**src/rtl/counter_even_pkg.sv**
```systemverilog
// Shared types and constants for the even down-counter.
package counter_even_pkg;

  // Controller states: waiting for a load, counting, finished at zero.
  typedef enum logic [1:0] {
    IDLE = 2'd0,
    RUN  = 2'd1,
    DONE = 2'd2
  } state_t;

  // Default count width is COUNT_LEN+1 bits.
  localparam int COUNT_LEN_DEFAULT = 10;

  // Amount removed from the count on every enabled cycle.
  localparam int STEP = 2;

endpackage

```
**src/rtl/counter_even_down.sv**
```systemverilog
// Even down-counter: a load is accepted in IDLE/DONE, rounded down to
// even, then decremented by 2 per enabled cycle until it reaches zero.
// Optional macro COUNTER_EVEN_DOWN_RELOAD_EN: on the final step the count
// is reloaded from the last accepted load value and the run continues.
module counter_even_down
  import counter_even_pkg::*;
#(
  parameter int COUNT_LEN = COUNT_LEN_DEFAULT
) (
  input  logic               clk,
  input  logic               reset,
  input  logic               enable,
  input  logic               load_valid,
  input  logic [COUNT_LEN:0] load_value,
  output logic               load_ready,
  input  logic               abort,
  output logic [COUNT_LEN:0] count,
  output logic               busy,
  output logic               done,
  output logic               odd_err
);

  localparam int            CW     = COUNT_LEN + 1;
  localparam logic [CW-1:0] STEP_W = CW'(STEP);

  state_t        r_state;
  state_t        w_state_next;
  logic [CW-1:0] r_count;
  logic [CW-1:0] w_count_next;
  logic          r_busy;
  logic          w_busy_next;
  logic          r_done;
  logic          w_done_next;
  logic          r_odd_err;
  logic          w_odd_err_next;
  logic          r_load_ready;
  logic          w_load_ready_next;

  logic          w_accept;
  logic          w_step;
  logic          w_final;
  logic [CW-1:0] w_load_even;
  logic          w_reload_zero;
  logic [CW-1:0] w_after_final;

  // A load is only taken outside RUN; odd values lose their LSB.
  assign w_accept    = load_valid && (r_state != RUN);
  assign w_load_even = {load_value[COUNT_LEN:1], 1'b0};

  // Abort beats enable; the >= guard keeps the count from wrapping.
  assign w_step  = (r_state == RUN) && !abort && enable && (r_count >= STEP_W);
  assign w_final = w_step && (r_count == STEP_W);

`ifdef COUNTER_EVEN_DOWN_RELOAD_EN
  logic [CW-1:0] r_reload;

  // Remember the accepted start value so the run can restart from it.
  always_ff @(posedge clk or posedge reset) begin
    if (reset) begin
      r_reload <= '0;
    end else if (w_accept) begin
      r_reload <= w_load_even;
    end
  end

  assign w_reload_zero = (r_reload == '0);
  assign w_after_final = r_reload;
`else
  assign w_reload_zero = 1'b1;
  assign w_after_final = '0;
`endif

  // State register.
  always_ff @(posedge clk or posedge reset) begin
    if (reset) begin
      r_state <= IDLE;
    end else begin
      r_state <= w_state_next;
    end
  end

  // Next-state logic.
  always_comb begin
    w_state_next = r_state;
    case (r_state)
      IDLE, DONE: begin
        if (w_accept) begin
          w_state_next = (w_load_even != '0) ? RUN : DONE;
        end
      end
      RUN: begin
        if (abort) begin
          w_state_next = IDLE;
        end else if (w_final) begin
          w_state_next = w_reload_zero ? DONE : RUN;
        end
      end
      default: w_state_next = IDLE;
    endcase
  end

  // Output logic: next values of the registered outputs.
  always_comb begin
    w_count_next = r_count;
    if (w_accept) begin
      w_count_next = w_load_even;
    end else if (w_final) begin
      w_count_next = w_after_final;
    end else if (w_step) begin
      w_count_next = r_count - STEP_W;
    end
    w_busy_next       = (w_state_next == RUN);
    w_load_ready_next = (w_state_next != RUN);
    w_done_next       = (w_accept && (w_load_even == '0)) || w_final;
    w_odd_err_next    = w_accept && load_value[0];
  end

  // Output registers; load_ready resets high because IDLE accepts loads.
  always_ff @(posedge clk or posedge reset) begin
    if (reset) begin
      r_count      <= '0;
      r_busy       <= 1'b0;
      r_done       <= 1'b0;
      r_odd_err    <= 1'b0;
      r_load_ready <= 1'b1;
    end else begin
      r_count      <= w_count_next;
      r_busy       <= w_busy_next;
      r_done       <= w_done_next;
      r_odd_err    <= w_odd_err_next;
      r_load_ready <= w_load_ready_next;
    end
  end

  assign count      = r_count;
  assign busy       = r_busy;
  assign done       = r_done;
  assign odd_err    = r_odd_err;
  assign load_ready = r_load_ready;

endmodule

```
**config.mk**
```make
export PLATFORM = sky130hd
export DESIGN_NAME = counter_even_down
export DESIGN_NICKNAME = d
export VERILOG_FILES = /design/src/rtl/counter_even_pkg.sv /design/src/rtl/counter_even_down.sv
export SDC_FILE = /design/constraint.sdc
export NUM_CORES = 1
export LEC_CHECK = 0
export ABC_AREA = 1
export BUFFER_PORTS_ARGS = -buffer_cell sky130_fd_sc_hd__buf_2
export CAP_MARGIN = 20
export CORE_MARGIN = 1.5
export CORE_UTILIZATION = 46
export DETAILED_ROUTE_END_ITERATION = 6
export PLACE_DENSITY = 0.83
export SLEW_MARGIN = 40
export SYNTH_ARGS = -nofsm -noshare
export SYNTH_HDL_FRONTEND = slang
export SYNTH_SLANG_ARGS = --single-unit
```
**constraint.sdc**
```tcl
create_clock -name clk -period 1.6 [get_ports clk]
set_input_delay 0.32 -clock clk [delete_from_list [all_inputs] [get_ports clk]]
set_output_delay 0.32 -clock clk [all_outputs]
set_load 0.1 [all_outputs]
```
After elaboration in Yosys (flattened, before gate mapping)
Cells that the tools add are included.

cells by class
  add/sub/neg operators = 1
  magnitude comparators = 1
  eq/ne operators = 6
  muxes and demuxes = 8
  reduce and logical (&&, ||, !) cells = 14

operators by type and width
  cell                     count
  $mux W11                 3
  $eq A11 B2 Y1 const B    1
  $ge A11 B2 Y1 const B    1
  $logic_not A11 Y1        1
  $reduce_bool A11 Y1      1
  $sub A11 B2 Y11 const B  1
  $mux W2                  4
  $logic_and A1 B1 Y1      7
  $eq A2 B1 Y1 const B     2
  $ne A2 B1 Y1 const B     2
  $pmux W2 S2              1
  $reduce_bool A3 Y1       1
  $eq A2 B2 Y1 const B     1
  $logic_not A2 Y1         1
  $reduce_or A2 Y1         1
  $logic_not A1 Y1         1
  $logic_or A1 B1 Y1       1

storage, ports and cells
  flip-flop bits (word level) = 17
  input bits = 16
  output and inout bits = 15
  logic and storage cells = 36

Depth between registers and ports, before layout
  depth in word-level cells = 9
  mapped depth = 10
  mapped depth without buffers = 10

Worst setup path before layout
No wires, ideal clock.

  kind = reg2reg
  start point = reg r_count[1], in the netlist count[1]
  end point = reg r_count[8], in the netlist count[8]
  setup time = 0.120 ns
  arrival time = 2.020 ns
  required time = 1.480 ns
  slack = -0.540 ns
  cell stages (with the launch flop) = 11
  path buffers = 0
  clock period less this slack = 2.140 ns
  cell sequence = dfrtp_1 > inv_1 > ha_1 > nand2_2 > nor2_2 > nand3_2 > nand2_2 > nand3_4 > inv_2 > nand2_1 > nand2_1

between the ends
  longest elaborated chain between the ends = 5
  elaborated cells between the ends (all ways) = 9
  classes of those cells = 1 x add/sub; 1 x order compare; 1 x eq/ne; 3 x mux; 3 x reduce/logical

RTL lines
  item                      RTL line                  source
  start: declaration        counter_even_down.sv:28   logic [CW-1:0] r_count;
  start signal: assignment  counter_even_down.sv:127  r_count <= w_count_next;
  $ge A11 B2 Y1             counter_even_down.sv:51   assign w_step = (r_state == RUN) && !abort && enable && (r_count >= STEP_W);
  $logic_and A1 B1 Y1       counter_even_down.sv:51
  $logic_and A1 B1 Y1       counter_even_down.sv:52   assign w_final = w_step && (r_count == STEP_W);
  $mux W11                  counter_even_down.sv:107  end else if (w_final) begin
  $mux W11                  counter_even_down.sv:105  if (w_accept) begin

Parallel ways exist; a longest one is shown, timed or not. The select of a mux whose other input is x is not followed.
A chain may end at the register's enable or synchronous reset.

Worst setup path in the final report
  start point = reg r_count[2], in the netlist count[2]
  end point = reg r_count[9], in the netlist count[9]

Same word-level chain as after synthesis.

==> impl_metrics.tcl <==
set metrics [dict create \
    grt_max_degree 17 \
    worstSetupStartpointType "register" \
    cp.arrival_ps 1770 \
    dieArea_um2 2680 \
    critPathCaptureType "register" \
    worst_slew_pin_slew_ps 609 \
    grt_util_all_layers_pct 24.6 \
    syn-num-nets 166 \
    synth_area_leaders "dfrtp_1 34%, nand2_1 19%, inv_1 5.5%, nand3_1 4.6%, nand2_2 4.0%" \
    required_ps 1780 \
    vias 1147 \
    final_antenna_net_count 0 \
    finalSetupViolCount 0 \
    path_max_fanout 6 \
    first_global_vias 1189 \
    hpwl_um 2190 \
    clock.fmax_mhz 629 \
    initial_core_util_pct 49.0 \
    finalNonFillerCells 226 \
    avgRoutedWirePerCell_um 12.9 \
    synth_area_um2 1090 \
    drtIter0Drc 28 \
    hp-class "input pin to async pin" \
    worstSetupPathType "register to register" \
    synth_cells 149 \
    antenna_found_initial 0 \
    route.detailed.drc 0 \
    crit_path_top_delay_cell "dfrtp_4" \
    hold_viol 0 \
    chipHeight_um 51.8 \
    viasPerCell 5.08 \
    synth_top_area_share_pct 34.3 \
    synth_edf_count 0 \
    die_w_um 51.8 \
    post-route-period-util_pct 99.4 \
    slew_violations 0 \
    yosysTopAreaCell "dfrtp_1" \
    clock-sinks 16 \
    routed_wl_um 2920 \
    insertion_delay_ps 290 \
    cts_made_buffers 3 \
    wl_met2_um 1500 \
    ys_seq_area_share_pct 36.7 \
    routedLengthMet1_um 1220 \
    htreeDepth 1 \
    drive_gt1_share_pct 48.0 \
    cts_hold_buf 0 \
    finalWorstSetupSlack_ps 9.64 \
    top_level_ports 31 \
    place_inst 214 \
    maxCapViolCount 0 \
    whs_ps 80.5 \
    num_antenna_cells 0 \
    gp_congestion 0.887 \
    nets 216 \
    syn_to_final_growth_pct 37.3 \
    clkTransAtPathRegs_ps 100 \
    synthArstFlopShare_pct 100 \
    cts_tree "done" \
    fin_crit_ps 1590 \
    ys_types 24 \
    grt_pass1_wl_um 4870 \
    dp_slack_ps -4.89 \
    rsz0062_at_grt "yes" \
    fin_skew_ps 7.76 \
    critPathMaxStageDelay_ps 520 \
    synth_ff_type "dfrtp_1" \
    port_buffers 29 \
    max_slew_margin_pct 59.4 \
    met3_length_um 97 \
    rows 17 \
    overflow 0 \
    synth_warnings 0 \
    crit_chain "inv_2, ha_4, nand2_4, nor2_4, nand3_2, nand2_2, nand3_4, buf_6, nand2_2, nand2_2" \
    synth_seq_cells 16 \
    outcome "finished, final reports clean" \
    dr.pass1.iters 4 \
    coreArea_um2 2230 \
    avgSynthCellArea_um2 7.35 \
    cts_root_buffer "clkbuf_4" \
    cp_common_cell "nand2_2" \
    cts.path.max_buffers 2 \
    top_layer_used "met4" \
]
==> area by class of cell <==
| cell class | count | area [um2] |
|---|---|---|
| multi-input combinational | 113 | 642 |
| sequential | 16 | 419 |
| timing repair buffer | 48 | 308 |
| fill | 176 | 731 |
| inverter | 17 | 72.6 |
| clock buffer | 4 | 26.3 |
| tap | 28 | 35.0 |
==> through the flow <==
step / util [%] / TNS (ps) / instance area, um2
2_1_floorplan: - / -538 / 1140
3_3_place_gp: 61.7 / 0 / 1380
3_5_place_dp: 61.7 / -15.5 / 1380
4_1_cts: 64.8 / 0 / 1450
5_1_grt: 67.3 / -251 / 1500
6_report: 67.3 / 0 / 1500
==> flip-flops by register name, indices dropped and copies added (netlist names) <==
register	cells
count	10
r_state	2
busy	1
done	1
load_ready	1
odd_err	1
==> layer usage <==
metal | track usage, % | vias up
met5 | 0 | -
li1 | - | 565
met2 | 42.9 | 35
met4 | 15.4 | 0
met3 | 2.87 | 13
met1 | 28.6 | 534
==> worst max-delay path, delay by kind of cell, from the launching register on <==
kind                       cells  cell delay, ps
DFF                            1             520
buffers and inverters          2             250
and+or+nand+nor                7             580
adders and majority gates      1             140
==> kinds of logic (layout without fill, tap and decap cells) <==
| family | Yosys count | after routing | share of synthesized area (%) |
|---|---|---|---|
| AO/OA/AOI/OAI | 10 | 10 | 6.29 |
| XOR/XNOR | 4 | 4 | 3.20 |
| adder cells (fa/ha/maj) | 1 | 1 | 1.14 |
| buffers and inverters | 21 | 69 | 9.26 |
| flip-flops | 16 | 16 | 36.7 |
| other | 1 | 1 | 0.343 |
| AND/OR/NAND/NOR | 96 | 97 | 43.1 |
==> cells in the final DEF (no fill, tap or decap), drive strengths merged <==
cell type,instances
buf,46
clkbuf,6
clkinvlp,1
conb,1
dfrtp,15
dfstp,1
ha,1
inv,16
nand2,61
nand3,14
nand4,2
nor2,17
nor3,1
nor4,2
o21ai,7
o21bai,3
xor2,4
==> synthesized netlist by cell type (2+ instances only) <==
| cell type | n |
|---|---|
| buf_2 | 2 |
| nand3_1 | 10 |
| nor2_1 | 11 |
| o21bai_1 | 3 |
| nand2_2 | 7 |
| nor2_2 | 4 |
| nand4_1 | 2 |
| nor4_1 | 2 |
| nand3_4 | 2 |
| o21ai_2 | 3 |
| xor2_1 | 4 |
| dfrtp_1 | 15 |
| inv_1 | 16 |
| nand2_1 | 54 |
| o21ai_0 | 4 |
| nor2_4 | 2 |
==> path summary, 6_finish.rpt <==
path,start,end,slack [ps],cells past startpoint
min reg2reg,count[7],count[7],560,2
max in group asynchronous,reset,count[1],1070,2
max,count[2],count[9],10,10
min in group clk,load_value[0],odd_err,220,3
min,reset,done,80,2
max reg2reg,count[2],count[9],10,10
==> repair_timing <==
item                       4_1_cts  5_1_grt
buffers inserted                 2        5
pin swaps                        3        2
cloned                           1        0
hold endpoints to repair         0        0
gates resized for setup          5        7
setup endpoints to repair        9       14
Power is left out: the tool's default activity adds up to more than one toggle a clock period on the data nets, which glitch-free logic cannot reach.
